==> config.mk <==
export PLATFORM = sky130hd
export DESIGN_NAME = neopixel_rx
export DESIGN_NICKNAME = d
export VERILOG_FILES = /design/src/rtl/neopixel_pkg.sv /design/src/rtl/neo_sync_edge.sv /design/src/rtl/neopixel_rx.sv
export SDC_FILE = /design/constraint.sdc
export NUM_CORES = 1
export LEC_CHECK = 0
export ABC_AREA = 1
export BUFFER_PORTS_ARGS = -buffer_cell sky130_fd_sc_hd__buf_4
export CORE_ASPECT_RATIO = 0.6
export CORE_MARGIN = 3
export CORE_UTILIZATION = 25
export CTS_BUF_LIST = sky130_fd_sc_hd__clkbuf_8
export CTS_CLUSTER_SIZE = 25
export DETAILED_ROUTE_END_ITERATION = 7
export GPL_TIMING_DRIVEN = 0
export PLACE_DENSITY = 0.43
export SLEW_MARGIN = 20
export SYNTH_ARGS = -nofsm -noshare
export SYNTH_HDL_FRONTEND = slang
export SYNTH_SLANG_ARGS = --single-unit
==> constraint.sdc <==
create_clock -name clock -period 3.9 [get_ports clock]
set_clock_uncertainty 0.1 [all_clocks]
set_input_delay 0.39 -clock clock [delete_from_list [all_inputs] [get_ports clock]]
set_output_delay 0.39 -clock clock [all_outputs]
set_load 0.02 [all_outputs]
==> src/rtl/neopixel_pkg.sv <==
`default_nettype none
// ============================================================================
// Module      : neopixel_pkg
// Description : Shared NeoPixel timing constants and receiver state encoding
//               (used by both the receiver and the transmitter).
// Revision    : 1.0 - initial release
// ============================================================================
package neopixel_pkg;

    // Line timing in 50 MHz system clocks.
    localparam int C_T_THRESH       = 30;    // high >= this decodes as '1'
    localparam int C_T_MIN          = 5;     // shorter high pulses are glitches
    localparam int C_T_MAX          = 60;    // high pulse reaching this is an error
    localparam int C_T_LATCH        = 2500;  // 50 us low ends a frame
    localparam int C_BITS_PER_PIXEL = 24;    // GRB, MSB first

    typedef enum logic [1:0] {
        SYNC = 2'd0,
        IDLE = 2'd1,
        HIGH = 2'd2,
        LOW  = 2'd3
    } rx_state_t;

endpackage
`default_nettype wire

==> src/rtl/neo_sync_edge.sv <==
`default_nettype none
// ============================================================================
// Module      : neo_sync_edge
// Description : Two-flop synchronizer for the asynchronous NeoPixel line with
//               single-cycle rise/fall detection on the synchronized level.
// Revision    : 1.0 - initial release
// ============================================================================
module neo_sync_edge (
    input  logic clk,
    input  logic rst,
    input  logic i_data,
    output logic d_s,
    output logic rise,
    output logic fall
);

    logic r_meta;
    logic r_sync;
    logic r_prev;

    // Synchronize the line and keep one cycle of history for edge detection.
    always_ff @(posedge clk) begin
        if (rst) begin
            r_meta <= 1'b0;
            r_sync <= 1'b0;
            r_prev <= 1'b0;
        end else begin
            r_meta <= i_data;
            r_sync <= r_meta;
            r_prev <= r_sync;
        end
    end

    assign d_s  = r_sync;
    assign rise = r_sync & ~r_prev;
    assign fall = ~r_sync & r_prev;

endmodule
`default_nettype wire

==> src/rtl/neopixel_rx.sv <==
`default_nettype none
// ============================================================================
// Module      : neopixel_rx
// Description : WS2812-style serial decoder. Measures each high pulse on the
//               synchronized line, assembles 24-bit GRB words MSB first, and
//               flags end of frame on the long-low latch interval.
// Revision    : 1.0 - initial release
// ============================================================================
module neopixel_rx
    import neopixel_pkg::*;
#(
    parameter int T_THRESH = C_T_THRESH,
    parameter int T_MIN    = C_T_MIN,
    parameter int T_MAX    = C_T_MAX,
    parameter int T_LATCH  = C_T_LATCH
) (
    input  logic        clock,
    input  logic        reset,
    input  logic        neo_data,
    output logic [23:0] pixel,
    output logic        pixel_valid,
    output logic [5:0]  pixel_index,
    output logic        frame_done,
    output logic [6:0]  frame_pixels,
    output logic        error
);

    localparam int C_BITS   = C_BITS_PER_PIXEL;
    localparam int C_HCNT_W = $clog2(T_MAX + 1);
    localparam int C_LCNT_W = $clog2(T_LATCH + 1);
    localparam int C_BCNT_W = $clog2(C_BITS);

    // Thresholds are compared one below the limit so counters stop before
    // they could ever exceed their sized width.
    localparam logic [C_HCNT_W-1:0] C_HTHRESH  = C_HCNT_W'(T_THRESH);
    localparam logic [C_HCNT_W-1:0] C_HMIN     = C_HCNT_W'(T_MIN);
    localparam logic [C_HCNT_W-1:0] C_HMAX_M1  = C_HCNT_W'(T_MAX - 1);
    localparam logic [C_LCNT_W-1:0] C_LATCH_M1 = C_LCNT_W'(T_LATCH - 1);
    localparam logic [C_BCNT_W-1:0] C_BIT_LAST = C_BCNT_W'(C_BITS - 1);

    logic w_d_s;
    logic w_rise;
    logic w_fall;

    rx_state_t r_state, w_state_nxt;

    logic [C_HCNT_W-1:0] r_high_cnt, w_high_cnt_nxt;
    logic [C_LCNT_W-1:0] r_low_cnt,  w_low_cnt_nxt;
    logic [C_BCNT_W-1:0] r_bit_cnt,  w_bit_cnt_nxt;
    logic [C_BITS-1:0]   r_shift,    w_shift_nxt;
    logic [6:0]          r_pix_cnt,  w_pix_cnt_nxt;
    logic [5:0]          r_idx,      w_idx_nxt;

    logic [23:0] r_pixel,        w_pixel_nxt;
    logic        r_pixel_valid,  w_pixel_valid_nxt;
    logic [5:0]  r_pixel_index,  w_pixel_index_nxt;
    logic        r_frame_done,   w_frame_done_nxt;
    logic [6:0]  r_frame_pixels, w_frame_pixels_nxt;
    logic        r_error,        w_error_nxt;

    logic              w_bit;
    logic [C_BITS-1:0] w_shift_in;

    neo_sync_edge u_sync (
        .clk    (clock),
        .rst    (reset),
        .i_data (neo_data),
        .d_s    (w_d_s),
        .rise   (w_rise),
        .fall   (w_fall)
    );

    assign w_bit      = (r_high_cnt >= C_HTHRESH);
    assign w_shift_in = {r_shift[C_BITS-2:0], w_bit};

    // State register.
    always_ff @(posedge clock) begin
        if (reset) begin
            r_state <= SYNC;
        end else begin
            r_state <= w_state_nxt;
        end
    end

    // Counters, shift register and registered outputs.
    always_ff @(posedge clock) begin
        if (reset) begin
            r_high_cnt     <= '0;
            r_low_cnt      <= '0;
            r_bit_cnt      <= '0;
            r_shift        <= '0;
            r_pix_cnt      <= '0;
            r_idx          <= '0;
            r_pixel        <= '0;
            r_pixel_valid  <= 1'b0;
            r_pixel_index  <= '0;
            r_frame_done   <= 1'b0;
            r_frame_pixels <= '0;
            r_error        <= 1'b0;
        end else begin
            r_high_cnt     <= w_high_cnt_nxt;
            r_low_cnt      <= w_low_cnt_nxt;
            r_bit_cnt      <= w_bit_cnt_nxt;
            r_shift        <= w_shift_nxt;
            r_pix_cnt      <= w_pix_cnt_nxt;
            r_idx          <= w_idx_nxt;
            r_pixel        <= w_pixel_nxt;
            r_pixel_valid  <= w_pixel_valid_nxt;
            r_pixel_index  <= w_pixel_index_nxt;
            r_frame_done   <= w_frame_done_nxt;
            r_frame_pixels <= w_frame_pixels_nxt;
            r_error        <= w_error_nxt;
        end
    end

    // Next-state and datapath decode: pulse measurement, bit assembly, latch.
    always_comb begin
        w_state_nxt        = r_state;
        w_high_cnt_nxt     = r_high_cnt;
        w_low_cnt_nxt      = r_low_cnt;
        w_bit_cnt_nxt      = r_bit_cnt;
        w_shift_nxt        = r_shift;
        w_pix_cnt_nxt      = r_pix_cnt;
        w_idx_nxt          = r_idx;
        w_pixel_nxt        = r_pixel;
        w_pixel_valid_nxt  = 1'b0;
        w_pixel_index_nxt  = r_pixel_index;
        w_frame_done_nxt   = 1'b0;
        w_frame_pixels_nxt = r_frame_pixels;
        w_error_nxt        = r_error;

        case (r_state)
            SYNC: begin
                // Wait for a full latch interval of quiet line before decoding.
                if (w_d_s) begin
                    w_low_cnt_nxt = '0;
                end else if (r_low_cnt == C_LATCH_M1) begin
                    w_low_cnt_nxt = '0;
                    w_state_nxt   = IDLE;
                end else begin
                    w_low_cnt_nxt = r_low_cnt + C_LCNT_W'(1);
                end
            end

            IDLE: begin
                if (w_rise) begin
                    w_high_cnt_nxt = C_HCNT_W'(1);
                    w_state_nxt    = HIGH;
                end
            end

            HIGH: begin
                if (w_fall) begin
                    if (r_high_cnt < C_HMIN) begin
                        // Glitch: abandon the frame and resynchronize.
                        w_error_nxt   = 1'b1;
                        w_bit_cnt_nxt = '0;
                        w_low_cnt_nxt = '0;
                        w_pix_cnt_nxt = '0;
                        w_idx_nxt     = '0;
                        w_state_nxt   = SYNC;
                    end else begin
                        w_shift_nxt = w_shift_in;
                        if (r_bit_cnt == C_BIT_LAST) begin
                            w_pixel_nxt       = w_shift_in;
                            w_pixel_valid_nxt = 1'b1;
                            w_pixel_index_nxt = r_idx;
                            w_idx_nxt         = r_idx + 6'd1;
                            if (r_pix_cnt != 7'd127) begin
                                w_pix_cnt_nxt = r_pix_cnt + 7'd1;
                            end
                            w_bit_cnt_nxt = '0;
                        end else begin
                            w_bit_cnt_nxt = r_bit_cnt + C_BCNT_W'(1);
                        end
                        w_low_cnt_nxt = C_LCNT_W'(1);
                        w_state_nxt   = LOW;
                    end
                end else if (r_high_cnt == C_HMAX_M1) begin
                    // Stuck-high line: drop the partial pixel and resynchronize.
                    w_error_nxt   = 1'b1;
                    w_bit_cnt_nxt = '0;
                    w_low_cnt_nxt = '0;
                    w_pix_cnt_nxt = '0;
                    w_idx_nxt     = '0;
                    w_state_nxt   = SYNC;
                end else begin
                    w_high_cnt_nxt = r_high_cnt + C_HCNT_W'(1);
                end
            end

            LOW: begin
                if (w_rise) begin
                    w_high_cnt_nxt = C_HCNT_W'(1);
                    w_state_nxt    = HIGH;
                end else if (r_low_cnt == C_LATCH_M1) begin
                    if (r_bit_cnt == '0) begin
                        w_frame_done_nxt   = 1'b1;
                        w_frame_pixels_nxt = r_pix_cnt;
                        w_pixel_index_nxt  = '0;
                    end else begin
                        // Latch arrived mid-pixel: the frame is malformed.
                        w_error_nxt = 1'b1;
                    end
                    w_bit_cnt_nxt = '0;
                    w_pix_cnt_nxt = '0;
                    w_idx_nxt     = '0;
                    w_low_cnt_nxt = '0;
                    w_state_nxt   = IDLE;
                end else begin
                    w_low_cnt_nxt = r_low_cnt + C_LCNT_W'(1);
                end
            end

            default: begin
                w_state_nxt = SYNC;
            end
        endcase
    end

    assign pixel        = r_pixel;
    assign pixel_valid  = r_pixel_valid;
    assign pixel_index  = r_pixel_index;
    assign frame_done   = r_frame_done;
    assign frame_pixels = r_frame_pixels;
    assign error        = r_error;

endmodule
`default_nettype wire

# Word-level counts from Yosys, hierarchy flattened
# Cells that the tools add are included.
[word_totals]
register_bits = 104
output_inout_bits = 40
[op_classes]
add_sub_neg = 5
order_cmp = 2
eq_ne = 23
mux = 57
bitwise_logic = 10
n_reduce_logical = 19
[op_table]
columns = ["cell", "n"]
rows = [
  ["$mux W6", 15],
  ["$mux W12", 5],
  ["$mux W7", 7],
  ["$pmux W12 S3", 1],
  ["$pmux W6 S2", 3],
  ["$mux W5", 6],
  ["$ne A2 B2 Y1 const B", 9],
  ["$reduce_and A4 Y1", 4],
  ["$mux W2", 7],
  ["$pmux W7 S2", 1],
  ["$add A12 B1 Y12 const B", 1],
  ["$add A6 B1 Y6 const B", 2],
  ["$eq A12 B12 Y1 const B", 1],
  ["$reduce_and A6 Y1", 2],
  ["$pmux W5 S2", 1],
  ["$mux W1", 9],
  ["$reduce_and A3 Y1", 3],
  ["$ne A4 B4 Y1 const B", 2],
  ["$not A1 Y1", 8],
  ["$pmux W2 S4", 1],
  ["$reduce_or A4 Y1", 2],
  ["$add A7 B1 Y7 const B", 1],
  ["$ne A7 B7 Y1 const B", 1],
  ["$reduce_and A7 Y1", 1],
  ["other kinds (18)", 23],
]

# Logic depth before layout (Yosys ltp)
[depth]
ltp_word = 6
ltp_mapped = 12
depth_no_buf = 12

# Cells and area by module
# Synthesis repeated with hierarchy kept, for this count alone.
[unflattened]
hier_cells = 623
area_unflattened_um2 = 4535.6
[modules_own_cells]
columns = ["mod", "instances", "cells_per_inst", "area_per_inst_um2", "seq_area_each_um2"]
rows = [
  ["neopixel_rx", 1, 611, 4441.8, 2021.9],
  ["neo_sync_edge", 1, 12, 93.8, 60.1],
]

# Least setup slack after synthesis
# No wires, ideal clock.
[synth_timing]
path_kind = "register -> register"
from = "reg r_high_cnt[1]"
to = "reg r_pix_cnt[6]"
t_arrival_ps = 1540
required_ps = 3730
slack_ps = 2190
stages_incl_launch_ff = 13
path_buffers = 1
synth_period_minus_slack_ps = 1710
path_cell_list = "dfxtp_1 inv_1 ha_1 inv_1 nand2_1 nand3_1 buf_2 nand3_1 nand2_1 inv_1 nand3_2 nand2_1 a21oi_1"
[synth_via]
elab_chain_cells = 4
word_cells_on_any_way = 9
cone_classes = "order compare (1); eq/ne (4); mux (3); reduce/logical (1)"
[synth_lines]
columns = ["element", "line_no", "source"]
rows = [
  ["from (decl)", "neopixel_rx.sv:47", "logic [C_HCNT_W-1:0] r_high_cnt, w_high_cnt_nxt;"],
  ["from (signal assigned)", "neopixel_rx.sv:101", "r_high_cnt <= w_high_cnt_nxt;"],
  ["$lt A6 B3 Y1", "neopixel_rx.sv:154", "if (r_high_cnt < C_HMIN) begin"],
  ["$mux W7", "neopixel_rx.sv:154", ""],
  ["$mux W7", "neopixel_rx.sv:153", "if (w_fall) begin"],
  ["$pmux W7 S2", "neopixel_rx.sv:132", "case (r_state)"],
  ["to (signal assigned)", "neopixel_rx.sv:105", "r_pix_cnt <= w_pix_cnt_nxt;"],
  ["to (decl)", "neopixel_rx.sv:51", "logic [6:0] r_pix_cnt, w_pix_cnt_nxt;"],
]
# Parallel ways exist; a longest one is shown, timed or not.
# A chain may end at the register's enable or synchronous reset.

# Worst setup path in the final report
[layout_timing]
from = "reg r_high_cnt[1]"
to = "reg r_pix_cnt[5]"
# The elaborated chain is that of the path after synthesis.

==> flow_summary_export.csv <==
group,metric,value,unit
run_status,run_status,"finished clean",
sta,rsz0062_at_grt,"false",
worst_setup_path,cp_slowest_cell,"dfxtp_1",
yosys,async_flop_share,0,
sta,setup_violations,0,
yosys,synthFlopType,"dfxtp_1",
sta,period_share,0.5758,
drt,postRouteAntennaNets,0,
pwr,power.density,392.6,nW/um^2
drt,routed_wirelength,12.99,mm
yosys,synth_area_per_cell,7.373,sq um
global_route,track_usage,0.1315,
worst_setup_path,cp_data_arrival_time,2.47,ns
global_route,grt_max_degree,21,
die,die_x,180.0,um
die,die_h,110.4,um
drt,drt_pre_antenna_iters,5,
sta,maxSlewViolCount,0,
global_route,grt_overflow,0,
worst_setup_path,worstSetupStartpointType,"flip-flop",
cts,clk_latency,0.38,ns
cts,cts.sinks,104,
pwr,peakVddDrop,0.1469,mV
cells_and_area,final_layout_size_suffix_gt1_frac,0.1412,
yosys,synthTopCellsByArea,"dfxtp_1 46%, nand2_1 8.2%, o21ai_0 6.9%",
cts,cts_setup_buffers,0,
worst_setup_path,crit_path_end,"r_pix_cnt[5]$_SDFFE_PP0P_",
worst_setup_path,worst_r2r_path_depth,12,
worst_setup_path,crit_fanout,10,
die,start_util,0.2602,
worst_setup_path,crit_start,"r_high_cnt[1]$_SDFFE_PP0P_",
worst_setup_path,worst-setup-path-type,"reg -> reg",
yosys,yosysTopAreaCellShare,0.4584,
place,place_area,5142,sq um
drt,wire_per_inst,14.32,um
sta,worst_slew_pin_slew,0.7416,ns
global_route,grt_pass1_wl,21.30,mm
global_route,first_global_vias,3963,
cells_and_area,final_nets,679,
cells_and_area,final_cells,907,
yosys,yosysMostFrequentCell,"dfxtp_1",
yosys,synth_seq_cells,104,
die,dieArea,19870,sq um
worst_setup_path,required,4.12,ns
global_route,grt_antenna_before_repair,0,
yosys,yosysWarnings,0,
hold_path,whs_path_depth,3,
yosys,synth_edf_count,0,
cts,tritoncts,"built",
yosys,synth_nets,627,
hold_path,hp-class,"in -> reg",
drt,post_drt_via_cell_ratio,4.620,
drt,drc_errors,0,
yosys,yosys.area.top_type,"dfxtp_1",
place,numPortBuffers,41,
cts,path_clk_slew,0.11,ns
die,num_rows,37,
place,place_hpwl,9.600,mm
yosys,ys_types,33,
die,pin_count,43,
cells_and_area,fin_area,5338,sq um
job,cap_violations,0,
sta,timing.hold.ws,0.1042,ns
worst_setup_path,worstReg2RegStart,"r_high_cnt[1]$_SDFFE_PP0P_",
place,place_congestion,0.8257,
worst_setup_path,worstSetupEndpointType,"flip-flop",
cells_and_area,syn2layout_area_growth,17.52,%
yosys,synth_common_cells,"104 x dfxtp_1, 99 x nand2_1, 74 x nor2_1",
worst_setup_path,r2r-end,"r_pix_cnt[5]$_SDFFE_PP0P_",
cts,cts_resized,0,
pwr,power_leakage,2.115,nW
cells_and_area,diodes,0,
sta,layout_min_cycle_time,2.246,ns
cts,clk_path_buf_depth,2,
worst_setup_path,reg2reg_slack,1.65,ns
place,dp_cells,891,
yosys,ys_seq_area_frac,0.4584,
worst_setup_path,max_stage_delay,0.43,ns
drt,drtIter0Drc,266,
cts,cts_hold_buffers,0,
sta,max_freq,445.3,MHz
yosys,netlist_instances,616,
die,core-area,17450,sq um
cts,cts_buffers,9,
drt,vias,4190,
hold_path,worstHoldStart,"neo_data",
yosys,synth_area,4542,sq um
pwr,total_power,0.002096,W
worst_setup_path,crit_chain,"inv_1 > ha_1 > inv_1 > nand2_1 > nand3_1 > buf_2 > nand3_1 > inv_1 > nand3_1 > nand2_1 > nand2_1 > nor2_1",
sta,hold_violations,0,
sta,max_slew_margin,0.5056,
sta,finalSetupTns,0,ns
cts,ctsHtreeMaxLevel,3,
cts,root_buffer,"clkbuf_8",
## routing by layer
layer	track usage	wire, um	share of wire
met3	0.03259	671	0.052
met1	0.2024	7086	0.55
met4	0.02606	134	0.010
met5	0	0	0
met2	0.1839	5097	0.39
## final cells by class
class	instances	area, sq um
Clock inverter	7	71.32
Inverter	67	251.5
Clock buffer	9	123.9
Sequential cell	104	2082
Timing Repair Buffer	41	307.8
Tap cell	234	292.8
Fill cell	1860	12120
Buffer	24	106.4
Multi-Input combinational cell	421	2102
## cells in the final DEF (no fill, tap or decap), types with 6 or more instances in the layout
cell type    n
clkbuf_8     9
clkbuf_1    11
a21oi_1     61
buf_2        9
dfxtp_1    104
nand3_1     46
inv_1       61
inv_2        6
nand2_1     99
o21ai_0     63
nor2_4       7
nand4_1      8
nor3_1      25
buf_4       42
nor2_1      74
ha_1         8
## worst min-delay path by stage
stage / endpoint / slack, ns
final: u_sync.r_meta$_SDFF_PP0_ / 0.10
after global routing: u_sync.r_meta$_SDFF_PP0_ / 0.09
after CTS: u_sync.r_meta$_SDFF_PP0_ / 0.1
after detailed placement: u_sync.d_s$_SDFF_PP0_ / 0.30
after global placement: u_sync.d_s$_SDFF_PP0_ / 0.30
after floorplan: u_sync.d_s$_SDFF_PP0_ / 0.29
## sequential cells by signal, summed over array words and instances, names as in the netlist
signal	flops
pixel	24
r_shift	23
r_low_cnt	12
frame_pixels	7
r_pix_cnt	7
pixel_index	6
r_high_cnt	6
r_idx	6
r_bit_cnt	5
r_state	2
error	1
frame_done	1
pixel_valid	1
u_sync.d_s	1
u_sync.r_meta	1
u_sync.r_prev	1
## cells by family (layout without fill, tap and decap cells)
| group | count (synthesis) | after routing | synth area share |
|---|---|---|---|
| adders and majority gates | 8 | 8 | 0.02204 |
| and+or+nand+nor | 274 | 274 | 0.2780 |
| xor gates and xnor gates | 2 | 2 | 0.003857 |
| DFF | 104 | 104 | 0.4584 |
| buffers and inverters | 91 | 148 | 0.07879 |
| AOI/OAI and AO/OA | 137 | 137 | 0.1590 |
## worst max-delay path, delay by kind of cell, from the launching register on
family / cells / cell delay, ns
simple gates: 7 / 0.81
fa+ha+maj: 1 / 0.18
flops: 1 / 0.43
buf+inv: 4 / 0.67
## per-stage QoR
step	setup WS, ns	utilization
global route	1.384	0.3058
global placement	1.675	0.2946
finish	1.654	0.3058
detailed placement	1.661	0.2946
CTS	1.616	0.3058
floorplan	2.190	-
## report_power, final
part / leakage (nW) / switching, W / total (W) / internal [W]
registers: 0.839 / 0.0000337 / 0.00113 / 0.00109
logic: 1.18 / 0.000192 / 0.000278 / 0.0000853
clock network: 0.0983 / 0.000437 / 0.000690 / 0.000253
Power figures use the tool's default switching activity.
